File: src/rtl/machine_mode_types_1_12_pkg.sv
// Shared trap types: FSM states, exception/interrupt cause codes and an mcause builder.
// Used by prv_trap_ctrl and prv_trap_prio_enc.
package machine_mode_types_1_12_pkg;

  typedef enum logic [1:0] {
    IDLE     = 2'd0,
    WFI_WAIT = 2'd1,
    REDIRECT = 2'd2
  } trap_state_t;

  typedef enum logic [3:0] {
    EXC_INSN_MAL    = 4'd0,
    EXC_INSN_FAULT  = 4'd1,
    EXC_ILLEGAL     = 4'd2,
    EXC_BREAK       = 4'd3,
    EXC_LOAD_MAL    = 4'd4,
    EXC_LOAD_FAULT  = 4'd5,
    EXC_STORE_MAL   = 4'd6,
    EXC_STORE_FAULT = 4'd7,
    EXC_ECALL_M     = 4'd11
  } exc_code_t;

  typedef enum logic [3:0] {
    INT_SOFT  = 4'd3,
    INT_TIMER = 4'd7,
    INT_EXT   = 4'd11
  } int_code_t;

  function automatic logic [31:0] mk_cause(input logic is_int, input logic [3:0] code);
    return {is_int, 27'd0, code};
  endfunction

endpackage

File: src/rtl/prv_trap_prio_enc.sv
// Combinational priority encoder for synchronous exceptions and enabled pending interrupts.
// o_exc_tval marks causes whose mtval carries the faulting address.
module prv_trap_prio_enc
  import machine_mode_types_1_12_pkg::*;
(
  input  logic       i_fault_insn,
  input  logic       i_mal_insn,
  input  logic       i_illegal_insn,
  input  logic       i_breakpoint,
  input  logic       i_env,
  input  logic       i_mal_l,
  input  logic       i_mal_s,
  input  logic       i_fault_l,
  input  logic       i_fault_s,
  input  logic [2:0] i_pend,
  output logic       o_exc_valid,
  output exc_code_t  o_exc_code,
  output logic       o_exc_tval,
  output logic       o_int_valid,
  output int_code_t  o_int_code
);

  always_comb begin
    o_exc_valid = 1'b1;
    o_exc_code  = EXC_INSN_FAULT;
    o_exc_tval  = 1'b0;
    if (i_fault_insn) begin
      o_exc_code = EXC_INSN_FAULT;
      o_exc_tval = 1'b1;
    end else if (i_mal_insn) begin
      o_exc_code = EXC_INSN_MAL;
      o_exc_tval = 1'b1;
    end else if (i_illegal_insn) begin
      o_exc_code = EXC_ILLEGAL;
    end else if (i_breakpoint) begin
      o_exc_code = EXC_BREAK;
    end else if (i_env) begin
      o_exc_code = EXC_ECALL_M;
    end else if (i_mal_l) begin
      o_exc_code = EXC_LOAD_MAL;
      o_exc_tval = 1'b1;
    end else if (i_mal_s) begin
      o_exc_code = EXC_STORE_MAL;
      o_exc_tval = 1'b1;
    end else if (i_fault_l) begin
      o_exc_code = EXC_LOAD_FAULT;
      o_exc_tval = 1'b1;
    end else if (i_fault_s) begin
      o_exc_code = EXC_STORE_FAULT;
      o_exc_tval = 1'b1;
    end else begin
      o_exc_valid = 1'b0;
    end
  end

  // i_pend is {ext, soft, timer}
  always_comb begin
    o_int_valid = |i_pend;
    o_int_code  = INT_TIMER;
    if (i_pend[2])      o_int_code = INT_EXT;
    else if (i_pend[1]) o_int_code = INT_SOFT;
  end

endmodule

File: src/rtl/prv_trap_ctrl.sv
// Machine-mode trap/return controller: one-cycle redirect to trap vector or mepc, plus WFI stall.
// Optional PRV_TRAP_VECTORED_EN: vectored interrupt targets when mtvec[1:0]==2'b01.
//
// state    | meaning
// IDLE     | normal run, sampling exceptions/interrupts/ret/wfi
// WFI_WAIT | stalled until an enabled interrupt is pending
// REDIRECT | one cycle: insert_pc and CSR update strobes
module prv_trap_ctrl
  import machine_mode_types_1_12_pkg::*;
(
  input  logic        CLK,
  input  logic        nRST,
  input  logic        fault_insn,
  input  logic        mal_insn,
  input  logic        illegal_insn,
  input  logic        breakpoint,
  input  logic        env,
  input  logic        mal_l,
  input  logic        mal_s,
  input  logic        fault_l,
  input  logic        fault_s,
  input  logic        ret,
  input  logic        wfi,
  input  logic        pipe_clear,
  input  logic [31:0] epc,
  input  logic [31:0] badaddr,
  input  logic        timer_int,
  input  logic        soft_int,
  input  logic        ext_int,
  input  logic [2:0]  mie_bits,
  input  logic        mstatus_mie,
  input  logic [31:0] mtvec,
  input  logic [31:0] mepc_r,
  output logic        insert_pc,
  output logic [31:0] priv_pc,
  output logic        intr,
  output logic        wfi_stall,
  output logic        mcause_we,
  output logic        mepc_we,
  output logic        mtval_we,
  output logic [31:0] mcause_wdata,
  output logic [31:0] mepc_wdata,
  output logic [31:0] mtval_wdata,
  output logic        mstatus_trap,
  output logic        mstatus_ret
);

  trap_state_t r_state, w_state_nxt;
  logic        r_is_trap, w_is_trap_nxt;
  logic [31:0] r_cause, w_cause_nxt;
  logic [31:0] r_epc, w_epc_nxt;
  logic [31:0] r_tval, w_tval_nxt;
  logic [31:0] r_target, w_target_nxt;

  logic [2:0]  w_pend;
  logic        w_exc_valid, w_exc_tval, w_int_valid, w_int_req, w_redir;
  exc_code_t   w_exc_code;
  int_code_t   w_int_code;
  logic [31:0] w_base, w_int_target;

  assign w_pend = {ext_int, soft_int, timer_int} & mie_bits;
  assign w_base = {mtvec[31:2], 2'b00};

  prv_trap_prio_enc u_prio (
    .i_fault_insn   (fault_insn),
    .i_mal_insn     (mal_insn),
    .i_illegal_insn (illegal_insn),
    .i_breakpoint   (breakpoint),
    .i_env          (env),
    .i_mal_l        (mal_l),
    .i_mal_s        (mal_s),
    .i_fault_l      (fault_l),
    .i_fault_s      (fault_s),
    .i_pend         (w_pend),
    .o_exc_valid    (w_exc_valid),
    .o_exc_code     (w_exc_code),
    .o_exc_tval     (w_exc_tval),
    .o_int_valid    (w_int_valid),
    .o_int_code     (w_int_code)
  );

`ifdef PRV_TRAP_VECTORED_EN
  assign w_int_target = (mtvec[1:0] == 2'b01) ? (w_base + {26'd0, w_int_code, 2'b00}) : w_base;
`else
  logic w_unused_mtvec_mode;
  assign w_unused_mtvec_mode = ^mtvec[1:0];
  assign w_int_target = w_base;
`endif

  assign w_int_req = (r_state == IDLE) && w_int_valid && mstatus_mie;

  always_ff @(posedge CLK or negedge nRST) begin
    if (!nRST) begin
      r_state   <= IDLE;
      r_is_trap <= 1'b0;
      r_cause   <= '0;
      r_epc     <= '0;
      r_tval    <= '0;
      r_target  <= '0;
    end else begin
      r_state   <= w_state_nxt;
      r_is_trap <= w_is_trap_nxt;
      r_cause   <= w_cause_nxt;
      r_epc     <= w_epc_nxt;
      r_tval    <= w_tval_nxt;
      r_target  <= w_target_nxt;
    end
  end

  always_comb begin
    w_state_nxt   = r_state;
    w_is_trap_nxt = r_is_trap;
    w_cause_nxt   = r_cause;
    w_epc_nxt     = r_epc;
    w_tval_nxt    = r_tval;
    w_target_nxt  = r_target;
    case (r_state)
      IDLE: begin
        if (w_exc_valid) begin
          w_state_nxt   = REDIRECT;
          w_is_trap_nxt = 1'b1;
          w_cause_nxt   = mk_cause(1'b0, w_exc_code);
          w_epc_nxt     = epc;
          w_tval_nxt    = w_exc_tval ? badaddr : 32'd0;
          w_target_nxt  = w_base;
        end else if (w_int_req && pipe_clear) begin
          w_state_nxt   = REDIRECT;
          w_is_trap_nxt = 1'b1;
          w_cause_nxt   = mk_cause(1'b1, w_int_code);
          w_epc_nxt     = epc;
          w_tval_nxt    = 32'd0;
          w_target_nxt  = w_int_target;
        end else if (ret) begin
          w_state_nxt   = REDIRECT;
          w_is_trap_nxt = 1'b0;
          w_cause_nxt   = 32'd0;
          w_epc_nxt     = 32'd0;
          w_tval_nxt    = 32'd0;
          w_target_nxt  = mepc_r;
        end else if (wfi) begin
          w_state_nxt = WFI_WAIT;
        end
      end
      // wake on any enabled pending interrupt, even with global MIE clear
      WFI_WAIT: if (|w_pend) w_state_nxt = IDLE;
      REDIRECT: w_state_nxt = IDLE;
      default:  w_state_nxt = IDLE;
    endcase
  end

  assign w_redir      = (r_state == REDIRECT);
  assign insert_pc    = w_redir;
  assign priv_pc      = w_redir ? r_target : 32'd0;
  assign intr         = w_int_req;
  assign wfi_stall    = (r_state == WFI_WAIT);
  assign mcause_we    = w_redir & r_is_trap;
  assign mepc_we      = w_redir & r_is_trap;
  assign mtval_we     = w_redir & r_is_trap;
  assign mstatus_trap = w_redir & r_is_trap;
  assign mstatus_ret  = w_redir & ~r_is_trap;
  assign mcause_wdata = mcause_we ? r_cause : 32'd0;
  assign mepc_wdata   = mepc_we ? r_epc : 32'd0;
  assign mtval_wdata  = mtval_we ? r_tval : 32'd0;

endmodule
File: config.mk
export PLATFORM = sky130hd
export DESIGN_NAME = prv_trap_ctrl
export DESIGN_NICKNAME = d
export VERILOG_FILES = /design/src/rtl/machine_mode_types_1_12_pkg.sv /design/src/rtl/prv_trap_prio_enc.sv /design/src/rtl/prv_trap_ctrl.sv
export SDC_FILE = /design/constraint.sdc
export NUM_CORES = 1
export LEC_CHECK = 0
export BUFFER_PORTS_ARGS = -buffer_cell sky130_fd_sc_hd__buf_2
export CAP_MARGIN = 20
export CORE_MARGIN = 3
export CORE_UTILIZATION = 52
export CTS_BUF_LIST = sky130_fd_sc_hd__clkbuf_4
export DETAILED_ROUTE_END_ITERATION = 8
export PLACE_DENSITY = 0.87
export SLEW_MARGIN = 30
export SYNTH_ARGS = -nofsm -noshare
export SYNTH_HDL_FRONTEND = slang
export SYNTH_HIERARCHICAL = 1
export SYNTH_SLANG_ARGS = --single-unit
File: constraint.sdc
create_clock -name CLK -period 4.06 [get_ports CLK]
set_input_delay 0 -clock CLK [delete_from_list [all_inputs] [get_ports CLK]]
set_output_delay 0 -clock CLK [all_outputs]
set_load 0.05 [all_outputs]
==> metrics.md, run 1 <==
| Metric | Value |
|---|---|
| Outcome | completed |
| Residual DRC count | 0 |
| DRT Pass-1 Iters | 5 |
| Crit start category | register |
| Nets@finish | 1,088 |
| Die Y | 113 um |
| Leading cell type in the layout, fill and taps excluded | buf_2 |
| Clock Skews | 21.2 ps |
| Number of synthesized flops with an enable pin | 0 |
| Combinational share of power | 32.9% |
| Top cell type's share of synthesized area | 44.0% |
| RSZ-0062 raised after global routing | false |
| Vias in the first global route | 6,727 |
| Synth Cell Area | 5920 um^2 |
| FMAX | 331 MHz |
| Die width | 113 um |
| Fin cells | 1,086 |
| H-tree depth | 3 |
| Largest family of logic cells by synthesized area | simple AND/OR/NAND/NOR gates |
| WL per Instance | 19.9 um |
| CTS buffer count | 9 |
| Register-to-Register Path Depth | 6 |
| Critical path's largest stage delay | 670 ps |
| Sequential share of the synthesized area | 44.0% |
| DRT antenna net count | 0 |
| Switching part of the total | 36.4% |
| Initial antenna violation count | 2 |
| Setup-failing EPs final | 0 |
| Ys Warns | 6 |
| Hold WC Path Type | primary input to register |
| Synth Area in Adders | 0% |
| DPL Wire Length | 11,900 um |
| Final slew viol count | 0 |
| Inst Count DP | 947 |
| Die area | 12,700 um^2 |
| Pwr/cell area | 323 nW/um^2 |
| CP endpoint kind | register |
| Total core area | 11,000 um^2 |
| Worst Path Arrival | 3370 ps |
| Top cells by area, synth | dfrtp_1 (44%), and3_1 (7.9%), or4b_1 (5.1%) |
| Compound-cell area share of the yosys netlist | 18.7% |
| Initial Util | 53.9% |
| Routed WL | 21,600 um |
| Worst path most repeated cell | buf_4 |
| Leak pwr | 4.10 nW |
| FP Rows | 38 |
| Mux cell area share after synthesis | 0% |
| Net Sw Power | 993 uW |
| Crit-path slowest cell | dfrtp_2 |
| Final GP Congestion | 0.880 |
| Most frequent cells in the layout | buf_2 (254), dlygate4sd3_1 (121), dfrtp_1 (102) |
| Syn avg cell area | 9.62 um^2 |
| Slew headroom | 33.9% |
| I/O Buffers | 255 |
| CTS tree | built |
| Setup tns final | 0 ps |
| Internal Power | 1.74 mW |
| Via count | 6,574 |
| Syn Inst Count | 615 |
| Leading area contributor after synthesis | dfrtp_1 |
| Area fraction in and, or, nand and nor cells after synthesis | 26.2% |
| Share of post-route cells with drive strength above 1 | 31.4% |
| Area grow syn2layout | 43.0% |
| R2r setup slk | 1040 ps |
| CP Cell Sequence | nor2_4, buf_4, o21ai_2, buf_4, a2bb2oi_1, dlygate4sd3_1 |
| Clock Path Buffers | 2 |
| Clock power frac | 24.9% |
| Worst-Margin Slew | 982 ps |
| Vias/cell | 6.05 |
| Yosys reg bits | 104 |
| Largest net degree at the start of global routing | 102 |
| Worst-Skew Late Latency | 450 ps |
| Asr flop ratio synth | 100% |
| Hold Vio Cnt, Final | 0 |
| Post-route clock period utilization | 74.4% |
| Worst EP required | 4410 ps |
| Synth Flop Type | dfrtp_1 |
| I/O pin cnt | 285 |
| Register share of total power | 42.2% |
| Distinct cell type count after synthesis | 39 |
| Global router's overall resource usage | 33.0% |
| Critical path peak fanout | 72 |
| First-pass GRT wire length | 34,100 um |
| Post-synthesis xor/xnor area fraction | 0% |
| Global route total overflow | 0 |
| Initial DRC count | 774 |
| Tmin final | 3020 ps |
| Root Buffer | clkbuf_4 |
| Worst-path clk slew | 160 ps |
| Hold Path Depth | 4 |
| Peak supply drop | 273 uV |
| Max-Cap Viols | 0 |
| Crit Path Class | register to register |
| TritonCTS Sinks | 104 |
worst paths after layout:
path | start | endpoint
max in group asynchronous | nRST | r_state[1]$_DFFE_PN0P_
worst max register to register | r_state[0]$_DFFE_PN0P_ | r_target[16]$_DFFE_PN0P_
worst min-delay path | mepc_r[17] | r_target[17]$_DFFE_PN0P_
worst max-delay path | r_state[0]$_DFFE_PN0P_ | r_target[16]$_DFFE_PN0P_
min in group asynchronous | nRST | r_tval[3]$_DFFE_PN0P_
worst min register to register | r_cause[31]$_DFFE_PN0P_ | r_cause[31]$_DFFE_PN0P_
routing by layer:
metal | GRT usage (%) | wire (um) | up-vias
met5 | 0 | 0 | -
li1 | - | - | 2876
met1 | 39.8 | 7890 | 3124
met4 | 20.0 | 1210 | 0
met2 | 54.4 | 10600 | 473
met3 | 6.68 | 1850 | 101
per-stage QoR:
step	utilization [%]	total power [mW]	worst slack [ps]	area, um^2	hold slack, ps
floorplan	-	1.74	1910	6020	-296
global placement	64.2	1.93	1360	7050	107
detailed placement	64.2	1.94	1150	7060	115
CTS	77.0	2.71	756	8460	1.93
global route	77.1	2.83	824	8460	23.2
finish	77.1	2.73	1040	8460	33.9
Yosys cell counts (3+ instances only):
cell and count:
a21oi_1 3, o21ai_0 23, buf_4 36, nand4_1 33
or3_1 30, clkbuf_1 56, buf_2 7, nand2_1 3
and3_1 75, and2_1 36, dfrtp_1 104, o21ai_1 15
a221o_1 4, or4b_1 30, a22o_1 32, inv_1 34
nor2_1 7, o221ai_1 30, a21o_1 3, a2bb2oi_1 30
final cells by class:
cell class	count	area, um^2
Sequential cell	104	2610
Inverter	34	128
Tap cell	140	175
Antenna cell	2	5.00
Clock inverter	6	115
Fill cell	699	2520
Multi-Input combinational cell	403	2790
Clock buffer	10	75.1
Timing Repair Buffer	387	2570
power by group through the flow:
stage / logic (mW) / clock network, mW / registers [mW]
finish: 0.899 / 0.681 / 1.15
global route: 0.944 / 0.731 / 1.16
CTS: 0.876 / 0.687 / 1.15
detailed placement: 0.777 / 0 / 1.17
global placement: 0.767 / 0 / 1.16
floorplan: 0.591 / 0 / 1.15
worst max-delay path: cells and delay by family, from the launching register on:
| family | cells | cell delay [ps] |
|---|---|---|
| AOI/OAI and AO/OA | 2 | 490 |
| buffers and inverters | 3 | 1520 |
| DFF | 1 | 670 |
| and+or+nand+nor | 1 | 200 |
sequential cells by signal, indices dropped and copies added, names as in the netlist:
signal     count
r_cause        5
r_epc         32
r_is_trap      1
r_state        2
r_target      32
r_tval        32
cells by family after synthesis:
| group | Yosys count |
|---|---|
| flip-flops | 104 |
| buffers and inverters | 135 |
| other | 2 |
| AND/OR/NAND/NOR | 230 |
| AO/OA/AOI/OAI | 144 |
what timing repair did:
item / CTS / global route
hold buffers: 121 / 0
endpoints found under the hold margin: 156 / 0
setup buffers: 0 / 0
setup endpoints to repair: 0 / 0
resized for setup: 0 / 0
Note: power is estimated with default switching activity, not from simulation.
==> run 2, diff against run 1 <==
- CORE_UTILIZATION: 52 -> 48
- PLACE_DENSITY: 0.87 -> 0.81
- clock period: 4.06 -> 2.9 ns (I/O delays scaled with it)
==> run 2 against run 1 <==
Net effect: clock-buffer cell count down 1; register-to-register slack worse by 880 ps; cell count up 2.1%; utilization down 3.5 points; global-route usage down 2.7 points; worst hold slack better by 30 ps; wire length up 0.32%; flip-flop and latch count unchanged; critical path depth unchanged; power up 32%; critical path type unchanged; largest power group unchanged; highest routed layer unchanged.
==> metrics.md, run 2 (synthesized netlist as in run 1, its figures left out) <==
| Metric | Value |
|---|---|
| Outcome | completed |
| Met1 Track Usage GR | 34.4% |
| Die width | 117 um |
| Largest regs | r_epc (32), r_target (32), r_tval (32) |
| FP Rows | 39 |
| Share of post-route cells with drive strength above 1 | 31.0% |
| Largest net degree at the start of global routing | 105 |
| Area grow syn2layout | 45.5% |
| Hold WC Path Type | primary input to register |
| Clock Path Buffers | 2 |
| TritonCTS Sinks | 104 |
| Via count | 6,587 |
| Leading cell type in the layout, fill and taps excluded | buf_2 |
| Final GP Congestion | 0.823 |
| Final slew viol count | 0 |
| Met2 usage | 52.6% |
| Setup tns final | 0 ps |
| GR met3 Demand/Resource | 8.28% |
| Post-place setup slack | 711 ps |
| R2r setup slk | 160 ps |
| Hold Path Depth | 4 |
| Final worst setup slack | 159 ps |
| DRT Pass-1 Iters | 5 |
| Routed WL | 21,600 um |
| Worst-Skew Late Latency | 490 ps |
| GRT Max-Usage Layer | met2 |
| DPL Wire Length | 11,900 um |
| DRT antenna net count | 0 |
| Initial DRC count | 621 |
| Tmin final | 2740 ps |
| CTS tree | built |
| Crit start category | register |
| Worst-path clk slew | 160 ps |
| Leak pwr | 4.18 nW |
| CP endpoint kind | register |
| Worst-Margin Slew | 978 ps |
| Hold Path Origin | env |
| RSZ-0062 raised after global routing | false |
| Critical path peak fanout | 71 |
| Register-to-Register Path Depth | 6 |
| R2r startpoint | r_state[1]$_DFFE_PN0P_ |
| Inst Count DP | 954 |
| Global route total overflow | 0 |
| Setup-failing EPs final | 0 |
| Placed cell areas | 7110 um^2 |
| I/O pin cnt | 285 |
| Initial Util | 50.5% |
| Crit Path Class | register to register |
| Nets@finish | 1,108 |
| Post-route clock period utilization | 94.5% |
| Clock Skews | 13.5 ps |
| Reg-to-reg endpoint | r_state[0]$_DFFE_PN0P_ |
| FMAX | 365 MHz |
| CTS buffer count | 9 |
| Initial antenna violation count | 0 |
| Die Y | 117 um |
| Slew headroom | 34.7% |
| Post-route cell area | 8610 um^2 |
| Worst Path Arrival | 3170 ps |
| Most frequent cells in the layout | buf_2 (254), dlygate4sd3_1 (137), dfrtp_1 (104) |
| Fin cells | 1,109 |
| Worst EP required | 3330 ps |
| H-tree depth | 3 |
| Die area | 13,700 um^2 |
| Hold Vio Cnt, Final | 0 |
| WL per Instance | 19.5 um |
| I/O Buffers | 255 |
| Vias in the first global route | 6,548 |
| Total core area | 11,700 um^2 |
| Peak supply drop | 380 uV |
| Pwr/cell area | 419 nW/um^2 |
| First-pass GRT wire length | 32,600 um |
| Vias/cell | 5.94 |
| Residual DRC count | 0 |
| Root Buffer | clkbuf_4 |
| Max-Cap Viols | 0 |
| Hold EP | r_cause[3]$_DFFE_PN0P_ |
| Global router's overall resource usage | 30.3% |
run 2: changes by cell type in the layout (fill, tap and decap cells not counted), moves of 2 or more:
| cell | delta |
|---|---|
| buf_12 | +2 |
| bufinv_16 | -3 |
| clkinv_2 | +2 |
| dfrtp_1 | +2 |
| dfrtp_2 | -2 |
| dlygate4sd3_1 | +16 |
run 2: critical path, stage by stage, from the launching register on:
cell	delay, ps
dfrtp_1	600
nor2_4	200
buf_6	480
nand4_1	170
dlygate4sd3_1	600
o31ai_1	60
dlygate4sd3_1	570
run 2: metrics by stage:
stage	power (mW)	hold WS [ps]	utilization, %
6_report	3.61	64.2	73.5
5_1_grt	3.75	56.3	73.5
4_1_cts	3.59	37.8	73.4
3_5_place_dp	2.73	120	60.7
3_3_place_gp	2.71	117	60.7
2_1_floorplan	2.44	-296	-
run 2: worst max path at each step:
stage | from | to | slack [ps] | depth (start not counted)
6_report | r_state[1]$_DFFE_PN0P_ | r_state[0]$_DFFE_PN0P_ | 160 | 6
3_3_place_gp | env | r_epc[27]$_DFFE_PN0P_ | 770 | 7
2_1_floorplan | r_state[0]$_DFFE_PN0P_ | mepc_we | 750 | 4
5_1_grt | r_state[1]$_DFFE_PN0P_ | r_state[0]$_DFFE_PN0P_ | 10 | 6
4_1_cts | r_state[1]$_DFFE_PN0P_ | r_state[0]$_DFFE_PN0P_ | 30 | 6
3_5_place_dp | breakpoint | r_tval[22]$_DFFE_PN0P_ | 710 | 8
run 2: timing repair:
item / in CTS / in global routing
setup buffers: 0 / 0
endpoints found under the setup margin: 0 / 1
hold buffers: 137 / 0
endpoints found under the hold margin: 204 / 0
gates resized for setup: 0 / 1
run 2: cell type report:
type | count | area (um^2)
timing repair buffer | 407 | 2790
inverter | 34 | 128
antenna | 2 | 5.00
clock inverter | 7 | 55.1
clock buffer | 9 | 67.6
tap | 143 | 179
multi-input combinational | 403 | 2780
fill | 794 | 3100
sequential | 104 | 2600
run 2: report_power, final:
group / internal (mW) / switching, mW / total [mW]
sequential: 1.55 / 0.0623 / 1.61
combinational: 0.459 / 0.826 / 1.28
clock: 0.186 / 0.527 / 0.712
run 2: metal layers:
| metal | wire (um) | vias to the layer above |
|---|---|---|
| met4 | 817 | 0 |
| met1 | 7980 | 3173 |
| met5 | 0 | - |
| li1 | - | 2926 |
| met2 | 11000 | 416 |
| met3 | 1860 | 72 |
